==> src/rtl/reg_file_pkg.sv <==
// Shared defaults and width derivations for the scoreboarded register file.
package reg_file_pkg;

   localparam int DEF_DATA_W   = 16;
   localparam int DEF_NUM_REGS = 4;

   function automatic int addr_w(input int num_regs);
      return (num_regs <= 2) ? 1 : $clog2(num_regs);
   endfunction

   function automatic int be_w(input int data_w);
      return data_w / 8;
   endfunction

endpackage

==> src/rtl/reg_file_scoreboard.sv <==
// Busy-bit tracking for the register file: reserve sets, write completion clears,
// and a one-cycle error pulse when an already-busy register is reserved again.
module reg_file_scoreboard
   import reg_file_pkg::*;
#(
   parameter int NUM_REGS = DEF_NUM_REGS,
   parameter int ZERO_REG = 0,
   localparam int ADDR_W  = addr_w(NUM_REGS)
) (
   input  logic              clk,
   input  logic              rst_n,
   input  logic              wr_en_i,
   input  logic [ADDR_W-1:0] wr_adr_i,
   input  logic              rsv_en_i,
   input  logic [ADDR_W-1:0] rsv_adr_i,
   input  logic              rd_en_i,
   input  logic [ADDR_W-1:0] rd_adr1_i,
   input  logic [ADDR_W-1:0] rd_adr2_i,
   output logic              rd_busy1_o,
   output logic              rd_busy2_o,
   output logic              rsv_err_o
);

   logic [NUM_REGS-1:0] busy_q, busy_d;
   logic                err_d, err_q;
   logic                busy1_q, busy2_q;

   // Clear before set so a same-edge reserve beats the write completion.
   always_comb begin
      busy_d = busy_q;
      if (wr_en_i)
         busy_d[wr_adr_i] = 1'b0;
      if (rsv_en_i)
         busy_d[rsv_adr_i] = 1'b1;
      if (ZERO_REG != 0)
         busy_d[0] = 1'b0;
      err_d = rsv_en_i && busy_q[rsv_adr_i] && !(wr_en_i && (wr_adr_i == rsv_adr_i));
   end

   always_ff @(posedge clk or negedge rst_n) begin
      if (!rst_n) begin
         busy_q  <= '0;
         err_q   <= 1'b0;
         busy1_q <= 1'b0;
         busy2_q <= 1'b0;
      end else begin
         busy_q <= busy_d;
         err_q  <= err_d;
         if (rd_en_i) begin
            busy1_q <= busy_d[rd_adr1_i];
            busy2_q <= busy_d[rd_adr2_i];
         end
      end
   end

   assign rd_busy1_o = busy1_q;
   assign rd_busy2_o = busy2_q;
   assign rsv_err_o  = err_q;

endmodule

==> src/rtl/reg_file_sb.sv <==
// Register file with byte-enabled writes, two registered read ports with
// write-first bypass, and a busy scoreboard for reserved registers.
module reg_file_sb
   import reg_file_pkg::*;
#(
   parameter int DATA_W   = DEF_DATA_W,
   parameter int NUM_REGS = DEF_NUM_REGS,
   parameter int ZERO_REG = 0,
   localparam int ADDR_W  = addr_w(NUM_REGS),
   localparam int BE_W    = be_w(DATA_W)
) (
   input  logic              clk,
   input  logic              reset,
   input  logic              write_en,
   input  logic [ADDR_W-1:0] write_adr,
   input  logic [DATA_W-1:0] write_data,
   input  logic [BE_W-1:0]   write_be,
   input  logic              read_en,
   input  logic [ADDR_W-1:0] read_adr1,
   input  logic [ADDR_W-1:0] read_adr2,
   output logic [DATA_W-1:0] read_data1,
   output logic [DATA_W-1:0] read_data2,
   output logic              read_busy1,
   output logic              read_busy2,
   input  logic              rsv_en,
   input  logic [ADDR_W-1:0] rsv_adr,
   output logic              rsv_err
);

   logic [NUM_REGS-1:0][DATA_W-1:0] regs_q, regs_d;
   logic [DATA_W-1:0]               rd1_q, rd2_q;

   // regs_d is the post-write view, which also feeds the read bypass.
   always_comb begin
      regs_d = regs_q;
      if (write_en) begin
         for (int k = 0; k < BE_W; k++)
            if (write_be[k])
               regs_d[write_adr][8*k +: 8] = write_data[8*k +: 8];
      end
      if (ZERO_REG != 0)
         regs_d[0] = '0;
   end

   always_ff @(posedge clk or negedge reset) begin
      if (!reset) begin
         regs_q <= '0;
         rd1_q  <= '0;
         rd2_q  <= '0;
      end else begin
         regs_q <= regs_d;
         if (read_en) begin
            rd1_q <= regs_d[read_adr1];
            rd2_q <= regs_d[read_adr2];
         end
      end
   end

   assign read_data1 = rd1_q;
   assign read_data2 = rd2_q;

   reg_file_scoreboard #(
      .NUM_REGS (NUM_REGS),
      .ZERO_REG (ZERO_REG)
   ) u_sb (
      .clk        (clk),
      .rst_n      (reset),
      .wr_en_i    (write_en),
      .wr_adr_i   (write_adr),
      .rsv_en_i   (rsv_en),
      .rsv_adr_i  (rsv_adr),
      .rd_en_i    (read_en),
      .rd_adr1_i  (read_adr1),
      .rd_adr2_i  (read_adr2),
      .rd_busy1_o (read_busy1),
      .rd_busy2_o (read_busy2),
      .rsv_err_o  (rsv_err)
   );

endmodule
==> config.mk <==
export PLATFORM = sky130hd
export DESIGN_NAME = reg_file_sb
export DESIGN_NICKNAME = d
export VERILOG_FILES = /design/src/rtl/reg_file_pkg.sv /design/src/rtl/reg_file_scoreboard.sv /design/src/rtl/reg_file_sb.sv
export SDC_FILE = /design/constraint.sdc
export NUM_CORES = 1
export LEC_CHECK = 0
export CAP_MARGIN = 20
export CORE_UTILIZATION = 50
export DETAILED_ROUTE_END_ITERATION = 10
export GPL_ROUTABILITY_DRIVEN = 0
export PLACE_DENSITY = 0.82
export SYNTH_ARGS = -nofsm -noshare
export SYNTH_HDL_FRONTEND = slang
export SYNTH_SLANG_ARGS = --single-unit
==> constraint.sdc <==
create_clock -name clk -period 1 [get_ports clk]
set_clock_uncertainty 0.05 [all_clocks]
set_input_delay 0.2 -clock clk [delete_from_list [all_inputs] [get_ports clk]]
set_output_delay 0.2 -clock clk [all_outputs]
set_load 0.02 [all_outputs]
# After elaboration in Yosys (flattened, before gate mapping)
# Cells that the tools add are included.
# word_totals
register_bits,103
out_inout_bits,35
in_bits,31
elab_cells,52
# classes
n_eq_ne,1
muxes,26
bitwise_logic,3
magnitude_cmp,6
reduce_logical,6
# op_table
op,count
two-way mux 64 bit,4
bitwise mux 64 bit,2
binary-select mux 16 bit (select 2 bit),2
demux 16 bit (select 2 bit),2
two-way mux 16 bit,3
"less-than comparator 2 x 3 -> 1 bit, second input constant",4
two-way mux 4 bit,2
two-way mux 8 bit,1
binary-select mux 1 bit (select 2 bit),3
logical AND 1 bit,5
two-way mux 1 bit,5
bitwise AND 4 bit,1
demux 1 bit (select 2 bit),2
"greater-or-equal comparator 2 x 1 -> 1 bit, second input constant",2
inverter 4 bit,1
bitwise OR 4 bit,1
equality test 2 bit,1
zero test 1 bit,1

# Logic depth before layout (Yosys ltp)
# Gate-level depths: netlist of run 1.
# logic_depth
depth_word,12
depth_mapped,7
depth_no_buf,4

# Modules after synthesis
# From an unflattened synthesis of run 1, not the netlist that was laid out.
# unflattened
hier_cells,611
area_unflattened_um2,5994.5
# modules_own_cells
module,seq_area_each_um2,instances,area_each_um2,cells_each
reg_file_sb,2402.3,1,5564.1,569
reg_file_scoreboard,175.2,1,430.4,42

# Least setup slack after synthesis of run 1
# OpenSTA, ideal clock, no wires.
# synth_timing
path_kind,input to register
from,input port write_adr[0]
to,"register u_sb.busy2_q, in the netlist u_sb.rd_busy2_o"
cell_stages,6
slack_ps,-508
setup_time_ps,123
required_ps,827
t_arrival_ps,1335
path_buffers,2
cell_sequence,buf_2 > buf_6 > or3b_1 > a21oi_2 > mux2i_1 > o221a_1
# synth_between
elab_chain_len,11
elab_cells_between_ends,12
classes_between,order compare (2); mux (6); bitwise (3); reduce/logical (1)
# synth_lines
item,line_no,text
"start, declared",reg_file_sb.sv:15,"input logic [ADDR_W-1:0] write_adr,"
less-than comparator 2 x 3 -> 1 bit (not written as such) / greater-or-equal comparator 2 x 1 -> 1 bit (equally long branches),reg_file_scoreboard.sv:32,busy_d[wr_adr_i] = 1'b0;
logical AND 1 bit (not written as such),reg_file_scoreboard.sv:32,
two-way mux 1 bit (not written as such),reg_file_scoreboard.sv:32,
demux 1 bit (select 2 bit) (*),-,
inverter 4 bit (no source line) (*),-,
bitwise AND 4 bit (no source line) (*),-,
two-way mux 4 bit (*),reg_file_scoreboard.sv:31,if (wr_en_i)
bitwise OR 4 bit (no source line),-,
two-way mux 4 bit (*),reg_file_scoreboard.sv:33,if (rsv_en_i)
binary-select mux 1 bit (select 2 bit) (*),reg_file_scoreboard.sv:51,busy2_q <= busy_d[rd_adr2_i];
two-way mux 1 bit (not written as such) (*),reg_file_scoreboard.sv:51,
"end signal, assigned",reg_file_scoreboard.sv:51,
"end, declared",reg_file_scoreboard.sv:26,"logic busy1_q, busy2_q;"
# Mark *: on every way between the ends. The rest lies on a longest branch, timed or not. The select of a mux whose other input is x is not followed.
# A chain may end at the register's enable or synchronous reset.

==> metrics.txt, run 1 <==
initial cell density of the core a little over half; Tightest Pin Transition 0.510 ns; Final period util 153%; Wirelength per Cell 31.1 um; P per Cell Area 1680 nW/um^2; core outline area 9950 um^2; Post-DP HPWL 11.2 mm; initial antenna violation count 1; post-synthesis to final-layout area growth 70.3%; Cell Area, Synth 5220 um^2; Peak VDD IR 0.00127 V; path type of the worst setup path primary input to register; H-tree level count 3; Critical path buffers and inverters 5; worst reg-to-reg setup slack -0.43 ns; x dimension of the die roughly 100 um; die boundary height 104 um; root buffer selected by CTS clkbuf_8; arrival time at the worst endpoint 1.76 ns; Placement Cell Area 7070 um^2; count of standard-cell rows 36; warning count from the yosys run 0; Filler Cells Inserted 378; Multi-input gate area 3340 um^2; longest individual stage delay on the worst path 0.34 ns; TritonCTS sink count 103; number of iterations in the first detailed-routing pass 9; total vias in the final route ~6000; Synth area leaders dfrtp_1 49%, mux2_2 7.3%, mux2i_1 5.0%, a32oi_1 4.5%, nor2_1 3.3%; number of global-route vias before repair between 5000 and 6000; net count after synthesis 519; layout cells sized above 1 58.0%; shortest period the worst path allows 1.53 ns; Synth Area per Inst approximately 11 um^2; Max-Cap Viols 0; Max transition margin 66.0%; Seq. cell area between 2000 and 3000 um^2; setup tns final -24.19 ns; Post-Synthesis Cells 488; Routed Antenna Nets 0; routed vias/inst between 7 and 8; floorplan die area 10800 um^2; class of the worst hold path primary input to async pin; sequential area share after synthesis 49.4%; area share of the largest cell type after synthesis 49.4%; hold slack final 0.138 ns; Worst Setup End Kind register; commonest cells after routing, fill and taps aside 110 x buf_4, 102 x dfrtp_1, 77 x buf_6, 41 x nor2_1, 31 x mux2_4; failing checks setup timing; status complete, but fails checks; final hold viol count 0; deepest clock path buffer count 2; crit path max-delay cell type mux2_4; largest net degree at the start of global routing 39; final cell utilization of the core between 80% and 90%; highest achievable clock rate 653 MHz; TritonCTS buffer count 9; Overflow after GRT 0; Nets 730; number of cells in the design after placement 762; IO buf count 65; proportion of register bits with asynchronous set or reset after synthesis 100%; CP delay by family, top buffers and inverters; least setup slack across all paths after layout -0.532 ns; clock transition at the registers of the reported paths 0.12 ns; most common library cell in the layout ignoring fill and taps buf_4; IO Pins 66; Crit path required time 1.23 ns; leakage power 3.93 nW; crit start category primary input; number of violations reported at the end of detailed-routing iteration 0 between 700 and 800; post-synthesis cell type count 49; most repeated library cell on the critical path buf_4; post-route cell area 8890 um^2; largest area contributor in the synthesized netlist dfrtp_1; DRC Markers 0; flip-flop and latch count after synthesis 103; crit path max fanout 7; GRT Resource Usage Total 40.2%; final setup violation count around 110; CTS tree yes; Post-synth top flop dfrtp_1; list of cells traversed by the critical path buf_8, buf_6, buf_4, nand4b_1, buf_4, clkbuf_16, mux2_4, o221ai_4, a21oi_2; Clk Latency, worst-skew pair 0.41 ns; number of pins exceeding their max-slew limit in the final report 0; setup repair after global routing missed its margin yes; number of standard cells in the final layout excluding fillers ~840; Post-synth EDFFs 0; global-route wire length before repair about 33 mm; total detailed-routing wirelength around 26 mm
## through the flow
| step | power (mW) | worst slack [ns] |
|---|---|---|
| after floorplan | 7.61 | -0.444 |
| after global placement | 9.29 | -1.14 |
| after detailed placement | 9.49 | -1.20 |
| after CTS | 13.6 | -0.303 |
| after global routing | 15.3 | -0.534 |
| final | 15.0 | -0.532 |
## per-layer routing
metal | share of wire, % | GRT usage, % | routed length [um] | vias up
met5 | 0 | 0 | 0 | -
met4 | 8.9 | 27.6 | 2320 | 0
met3 | 11 | 8.90 | 2980 | 238
met2 | 45 | 67.5 | 11800 | 622
met1 | 34 | 45.9 | 8950 | 2893
li1 | - | - | - | 2237
## final cells by class
class                           instances  area share [%]
Clock buffer                           11            1.70
Clock inverter                          5            1.17
Tap cell                              133            1.87
Multi-Input combinational cell        312            37.6
Timing Repair Buffer                  237            27.1
Sequential cell                       103            29.0
Antenna cell                            1          0.0282
Inverter                               36            1.52
## cell usage after synthesis (6+ instances only)
cell type	number
or2_2	6
nand2_1	13
mux2_2	34
a211oi_1	9
mux2i_1	26
clkbuf_1	18
a32oi_1	27
nand4b_1	11
buf_2	15
nor2_1	46
dfrtp_1	103
o21ai_0	6
a21oi_1	29
inv_1	36
and3_1	8
nor3b_1	6
a221o_1	14
o21a_1	7
## path summary, 6_finish.rpt
kind                                      from              end  depth (start not counted)
min in group clk                write_data[13]       regs_q[45]                          3
worst min register to register      regs_q[56]       regs_q[56]                          2
worst max register to register  u_sb.busy_q[1]  u_sb.rd_busy2_o                          3
worst min-delay path                     reset       regs_q[18]                          2
max in group asynchronous                reset       regs_q[27]                          3
worst max-delay path              write_adr[0]    read_data1[0]                          9
## registers in the layout (all words and copies together) (netlist names)
name             count
read_data2          16
u_sb.rsv_err_o       1
u_sb.busy_q          4
regs_q              64
u_sb.rd_busy2_o      1
read_data1          16
u_sb.rd_busy1_o      1
## power by group
group,switching (mW),internal (mW),total (mW),leakage (nW)
clock network,1.64,1.80,3.44,0.130
logic,2.76,2.93,5.68,2.58
registers,0.828,5.01,5.84,1.22
## what timing repair did
item | CTS | global route
setup buffers | 38 | 23
endpoints found under the hold margin | 103 | 0
resized for setup | 346 | 105
pin swaps | 58 | 42
cloned | 6 | 3
setup endpoints to repair | 138 | 125
hold buffers | 1 | 0
## cell families after synthesis
kind of cell           count (synthesis)  synth area share [%]
buffers and inverters                 74                  6.19
AO/OA/AOI/OAI                        128                  18.6
multiplexers                          61                  12.8
XOR/XNOR                               5                 0.839
flip-flops                           103                  49.4
AND/OR/NAND/NOR                      117                  12.2
Note: power is estimated with default switching activity, not from simulation.
==> run 2, diff against run 1 <==
--- a/config.mk
+++ b/config.mk
@@ -5,11 +5,12 @@
 export SDC_FILE = /design/constraint.sdc
 export NUM_CORES = 1
 export LEC_CHECK = 0
-export CAP_MARGIN = 20
+export ABC_CLOCK_PERIOD_IN_PS = 1000
 export CORE_UTILIZATION = 50
 export DETAILED_ROUTE_END_ITERATION = 10
 export GPL_ROUTABILITY_DRIVEN = 0
 export PLACE_DENSITY = 0.82
+export RECOVER_POWER = 50
 export SYNTH_ARGS = -nofsm -noshare
 export SYNTH_HDL_FRONTEND = slang
 export SYNTH_SLANG_ARGS = --single-unit
==> run 2 against run 1 <==
Effect of this change: fmax is 0.75% lower; global-route usage unchanged; first-iteration DRC count up 5.0%; hold slack lost 0.011 ns; non-clock buffer count did not move; power about the same; the flow still finishes with violations (setup timing); clock power hardly changed; worst setup slack got worse by 0.012 ns; cell area decreased by 0.25%.
==> metrics.txt, run 2 (synthesis results as in run 1) <==
Post-DP HPWL 11.2 mm (unchanged); Clk Latency, worst-skew pair 0.41 ns (about the same); shortest period the worst path allows 1.54 ns (+0.0116 ns); floorplan die area 10800 um^2 (unchanged); number of standard cells in the final layout excluding fillers 838 (unchanged); cell depth of the worst hold path 3; layout cells sized above 1 58.0% (unchanged); post-synthesis to final-layout area growth 69.9%; path type of the worst setup path primary input to register; Peak VDD IR 0.00127 V (-0.60%); die boundary height 104 um (unchanged); Tightest Pin Transition 0.465 ns (-0.0450 ns); TritonCTS buffer count 9 (unchanged); highest achievable clock rate 648 MHz (-0.75%); total power consumption of the routed design 15.0 mW (about the same); commonest cells after routing, fill and taps aside 108 x buf_4, 102 x dfrtp_1, 79 x buf_6, 41 x nor2_1, 31 x mux2_4; failing checks setup timing; Placement Cell Area 7070 um^2 (unchanged); initial cell density of the core 52.4% (unchanged); initial antenna violation count 1 (unchanged); worst reg-to-reg setup slack -0.44 ns (about the same); Crit path required time 1.24 ns (about the same); Overflow after GRT 0 (unchanged); leakage power 3.92 nW (-0.21%); status complete, but fails checks; post-route cell area 8860 um^2 (-0.25%); final setup violation count 109 (unchanged); Max transition margin 68.1% (+2.1 points); final hold viol count 0 (unchanged); Wirelength per Cell 31.0 um (-0.16%); deepest clock path buffer count 2 (unchanged); reg2reg path depth 3 (unchanged); crit start category primary input; global-route wire length before repair 32.8 mm (unchanged); least setup slack across all paths after layout -0.543 ns (-0.0116 ns); total vias in the final route 6050 (+1.0%); Nets 730 (unchanged); total detailed-routing wirelength 26.0 mm (-0.16%); routed vias/inst 7.22 (+1.0%); Routed Antenna Nets 0 (unchanged); GRT Resource Usage Total 40.2% (unchanged); final cell utilization of the core 89.1% (-0.23 points); clock transition at the registers of the reported paths 0.12 ns (about the same); number of global-route vias before repair 5950 (unchanged); P per Cell Area 1690 nW/um^2 (+0.26%); CTS tree yes; number of violations reported at the end of detailed-routing iteration 0 819 (+5.0%); largest net degree at the start of global routing 39 (unchanged); root buffer selected by CTS clkbuf_8; Worst Setup End Kind register; register bank with the most flops regs_q; IO buf count 65 (unchanged); IO Pins 66 (unchanged); x dimension of the die 104 um (unchanged); TritonCTS sink count 103 (unchanged); Final period util 154% (+1.2 points); H-tree level count 3 (unchanged); count of standard-cell rows 36 (unchanged); core outline area 9950 um^2 (unchanged); class of the worst hold path primary input to register; number of cells in the design after placement 762 (unchanged); max reg flops 64 (unchanged); setup repair after global routing missed its margin yes; DRC Markers 0 (unchanged); most common library cell in the layout ignoring fill and taps buf_4; number of iterations in the first detailed-routing pass 8 (-1); Max-Cap Viols 0 (unchanged); setup tns final -24.50 ns (-0.311 ns); number of pins exceeding their max-slew limit in the final report 0 (unchanged); crit path max fanout 7 (unchanged); arrival time at the worst endpoint 1.78 ns (+0.02 ns); Filler Cells Inserted 384 (+1.6%)
[run 2: changes by cell type in the layout (fill, tap and decap cells not counted)]
cell,delta
clkbuf_2,+1
buf_12,-2
buf_6,+2
buf_4,-2
buf_2,+1
[run 2: final cells by class]
| cell class | instances | area [um^2] | area share (%) |
|---|---|---|---|
| Timing Repair Buffer | 237 | 2380 | 26.9 |
| Inverter | 36 | 135 | 1.52 |
| Antenna cell | 1 | 2.50 | 0.0282 |
| Tap cell | 133 | 166 | 1.88 |
| Multi-Input combinational cell | 312 | 3340 | 37.7 |
| Sequential cell | 103 | 2580 | 29.1 |
| Clock buffer | 11 | 151 | 1.71 |
| Clock inverter | 5 | 104 | 1.17 |
[run 2: power breakdown]
part	switching (mW)	leakage, nW	internal, mW
Clock	1.66	0.130	1.80
Combinational	2.75	2.57	2.92
Sequential	0.826	1.22	5.01
Total	5.24	3.92	9.73
[run 2: worst max-delay path: stages]
cell and delay [ns]:
buf_8 0.11, buf_6 0.12, buf_4 0.13, nand4b_1 0.14, buf_4 0.20, clkbuf_16 0.17, mux2_4 0.34, o221ai_4 0.28
a21oi_2 0.09
[run 2: metal layers]
layer  part of all wire, %  up-vias  GRT usage (%)
met5                     0        -              0
met4                   8.7        0           27.6
met3                    12      242           8.90
met2                    45      664           67.5
met1                    34     2903           45.9
li1                      -     2241              -
[run 2: metrics by stage]
| stage | worst slack, ns | hold WS, ns |
|---|---|---|
| after detailed placement | -1.20 | 0.0289 |
| after floorplan | -0.444 | -0.146 |
| after global placement | -1.14 | 0.0296 |
| after global routing | -0.534 | 0.146 |
| final | -0.543 | 0.127 |
| after CTS | -0.303 | 0.162 |
[run 2: repair_timing]
action	4_1_cts	5_1_grt
gates resized for setup	346	105
endpoints found under the setup margin	138	125
buffers inserted	38	23
hold buffers	1	0
gates cloned	6	3
pin swaps	58	42
endpoints found under the hold margin	103	0
[run 2: worst paths after layout]
path | start | to
setup / recovery | write_adr[0] | read_data1[0]
hold / removal | write_data[13] | regs_q[45]
setup reg to reg | u_sb.busy_q[1] | u_sb.rd_busy2_o
hold reg to reg | regs_q[40] | regs_q[40]
max in group asynchronous | reset | u_sb.busy_q[0]
min in group asynchronous | reset | regs_q[18]
==> run 3, diff against run 2 <==
--- a/config.mk
+++ b/config.mk
@@ -9,8 +9,10 @@
 export CORE_UTILIZATION = 50
 export DETAILED_ROUTE_END_ITERATION = 10
 export GPL_ROUTABILITY_DRIVEN = 0
+export GPL_TIMING_DRIVEN = 0
 export PLACE_DENSITY = 0.82
 export RECOVER_POWER = 50
+export SETUP_SLACK_MARGIN = 0.15
 export SYNTH_ARGS = -nofsm -noshare
 export SYNTH_HDL_FRONTEND = slang
 export SYNTH_SLANG_ARGS = --single-unit
==> run 3 against run 2 <==
Effect of this change: the run ends with hold timing, setup timing left; global-route usage decreased by 3.6 points; cell area is 6.1% lower; fmax is 17% higher; critical path type unchanged; critical endpoint is now read_data2[9]; largest cell class unchanged; largest power group unchanged.
==> metrics.txt, run 3 (synthesis results as in run 1) <==
IO buf count 60 (-7.7%); root buffer selected by CTS clkbuf_8; list of cells traversed by the critical path clkdlybuf4s50_1, nand4b_1, nor2_1, nor2_1, a21oi_2; Worst Setup End Kind register; setup tns final -17.77 ns (+6.73 ns); class of the worst hold path primary input to async pin; register bank with the most flops regs_q; crit path max-delay cell type clkdlybuf4s50_1; number of pins exceeding their max-slew limit in the final report 0 (unchanged); deepest clock path buffer count 2 (unchanged); number of global-route vias before repair 5521 (-7.2%); final hold viol count 53 (+53); total power consumption of the routed design 13.7 mW (-8.4%); Tightest Pin Transition 0.759 ns (+0.294 ns); Critical path buffers and inverters 1 (-4); number of violations reported at the end of detailed-routing iteration 0 767 (-6.3%); GRT Resource Usage Total 36.6% (-3.6 points); P per Cell Area 1650 nW/um^2 (-2.5%); shortest period the worst path allows 1.32 ns (-0.220 ns); longest individual stage delay on the worst path 0.74 ns (+0.40 ns); Overflow after GRT 0 (unchanged); Post-DP HPWL 10.2 mm (-8.3%); number of cells in the design after placement 682 (-10%); Wirelength per Cell 29.4 um (-5.2%); initial antenna violation count 0 (-1); leakage power 3.66 nW (-6.8%); Routed Antenna Nets 0 (unchanged); post-synthesis to final-layout area growth 59.6%; Final period util 132% (-22 points); commonest cells after routing, fill and taps aside 103 x dfrtp_1, 76 x buf_6, 56 x buf_4, 41 x nor2_1; number of iterations in the first detailed-routing pass 8 (unchanged); crit start category primary input; TritonCTS sink count 103 (unchanged); max reg flops 64 (unchanged); most common library cell in the layout ignoring fill and taps dfrtp_1; number of antenna cells inserted 0 (-1); Nets 685 (-6.2%); highest achievable clock rate 756 MHz (+17%); setup repair after global routing missed its margin yes; Filler Cells Inserted 436 (+14%); IO Pins 66 (unchanged); CP delay by family, top buffers and inverters; crit path max fanout 5 (-2); Crit path required time 1.27 ns (+0.03 ns); Max transition margin 49.4% (-19 points); number of standard cells in the final layout excluding fillers 792 (-5.5%); path type of the worst setup path primary input to register; status complete, but fails checks; failing checks hold timing, setup timing; clock transition at the registers of the reported paths 0.10 ns (-0.02 ns); global-route wire length before repair 30.5 mm (-7.1%); total detailed-routing wirelength 23.3 mm (-10%); routed vias/inst 7.24 (+0.35%); H-tree level count 3 (unchanged); CTS tree yes; floorplan die area 10800 um^2 (unchanged); Clk Latency, worst-skew pair 0.40 ns (about the same); DRC Markers 0 (unchanged); die boundary height 104 um (unchanged); Placement Cell Area 6360 um^2 (-10%); count of standard-cell rows 36 (unchanged); least setup slack across all paths after layout -0.323 ns (+0.220 ns); Peak VDD IR 0.00106 V (-16%); total vias in the final route 5738 (-5.2%); x dimension of the die 104 um (unchanged); post-route cell area 8330 um^2 (-6.1%); most repeated library cell on the critical path nor2_1; final setup violation count 97 (-11%); hold slack final -0.152 ns (-0.279 ns); core outline area 9950 um^2 (unchanged); arrival time at the worst endpoint 1.60 ns (-0.18 ns); layout cells sized above 1 51.4% (-6.5 points); initial cell density of the core 52.4% (unchanged); largest net degree at the start of global routing 55 (+41%); worst reg-to-reg setup slack -0.26 ns (+0.18 ns); Max-Cap Viols 0 (unchanged); TritonCTS buffer count 9 (unchanged)
-- run 3: stage by stage --
stage	worst slack, ns	utilization, %
5_1_grt	-0.332	83.6
3_3_place_gp	-4.13	63.6
2_1_floorplan	-0.444	-
4_1_cts	-0.195	77.5
6_report	-0.323	83.6
3_5_place_dp	-1.38	63.9
-- run 3: final timing paths --
| kind | from | to | cells past startpoint |
|---|---|---|---|
| max in group asynchronous | reset | read_data1[13] | 2 |
| worst max register to register | u_sb.busy_q[3] | u_sb.rd_busy1_o | 4 |
| min in group clk | rsv_adr[0] | u_sb.busy_q[1] | 3 |
| worst min-delay path | reset | regs_q[49] | 1 |
| worst max-delay path | write_data[9] | read_data2[9] | 5 |
| worst min register to register | regs_q[43] | regs_q[43] | 2 |
-- run 3: layer usage --
| metal | GRT usage (%) | wire [um] | vias to the layer above |
|---|---|---|---|
| met5 | 0 | 0 | - |
| met4 | 21.2 | 1800 | 0 |
| met3 | 8.83 | 2770 | 209 |
| met2 | 58.9 | 10700 | 610 |
| met1 | 45.0 | 8010 | 2776 |
| li1 | - | - | 2143 |
-- run 3: final cells by class --
class	count	area [um^2]	area share, %
multi-input cells	311	3260	39.2
well taps	133	166	2.00
clock inverters	4	53.8	0.646
inverters	36	135	1.62
flip-flops and latches	103	2580	31.0
repair buffers	155	1560	18.8
clock buffers	12	155	1.86
plain buffers	38	417	5.00
-- run 3: power breakdown --
| part | total [mW] | internal (mW) | switching [mW] | leakage [nW] |
|---|---|---|---|---|
| Clock | 2.87 | 1.30 | 1.57 | 0.0988 |
| Sequential | 5.81 | 5.01 | 0.802 | 1.22 |
| Combinational | 5.03 | 2.58 | 2.44 | 2.34 |
| Total | 13.7 | 8.89 | 4.81 | 3.66 |
-- run 3: repair_timing --
| item | 4_1_cts | 5_1_grt |
|---|---|---|
| gates cloned | 8 | 1 |
| pin swaps | 36 | 26 |
| resized for setup | 385 | 80 |
| buffers inserted | 58 | 27 |
| setup endpoints to repair | 138 | 135 |
| hold endpoints to repair | 53 | 53 |
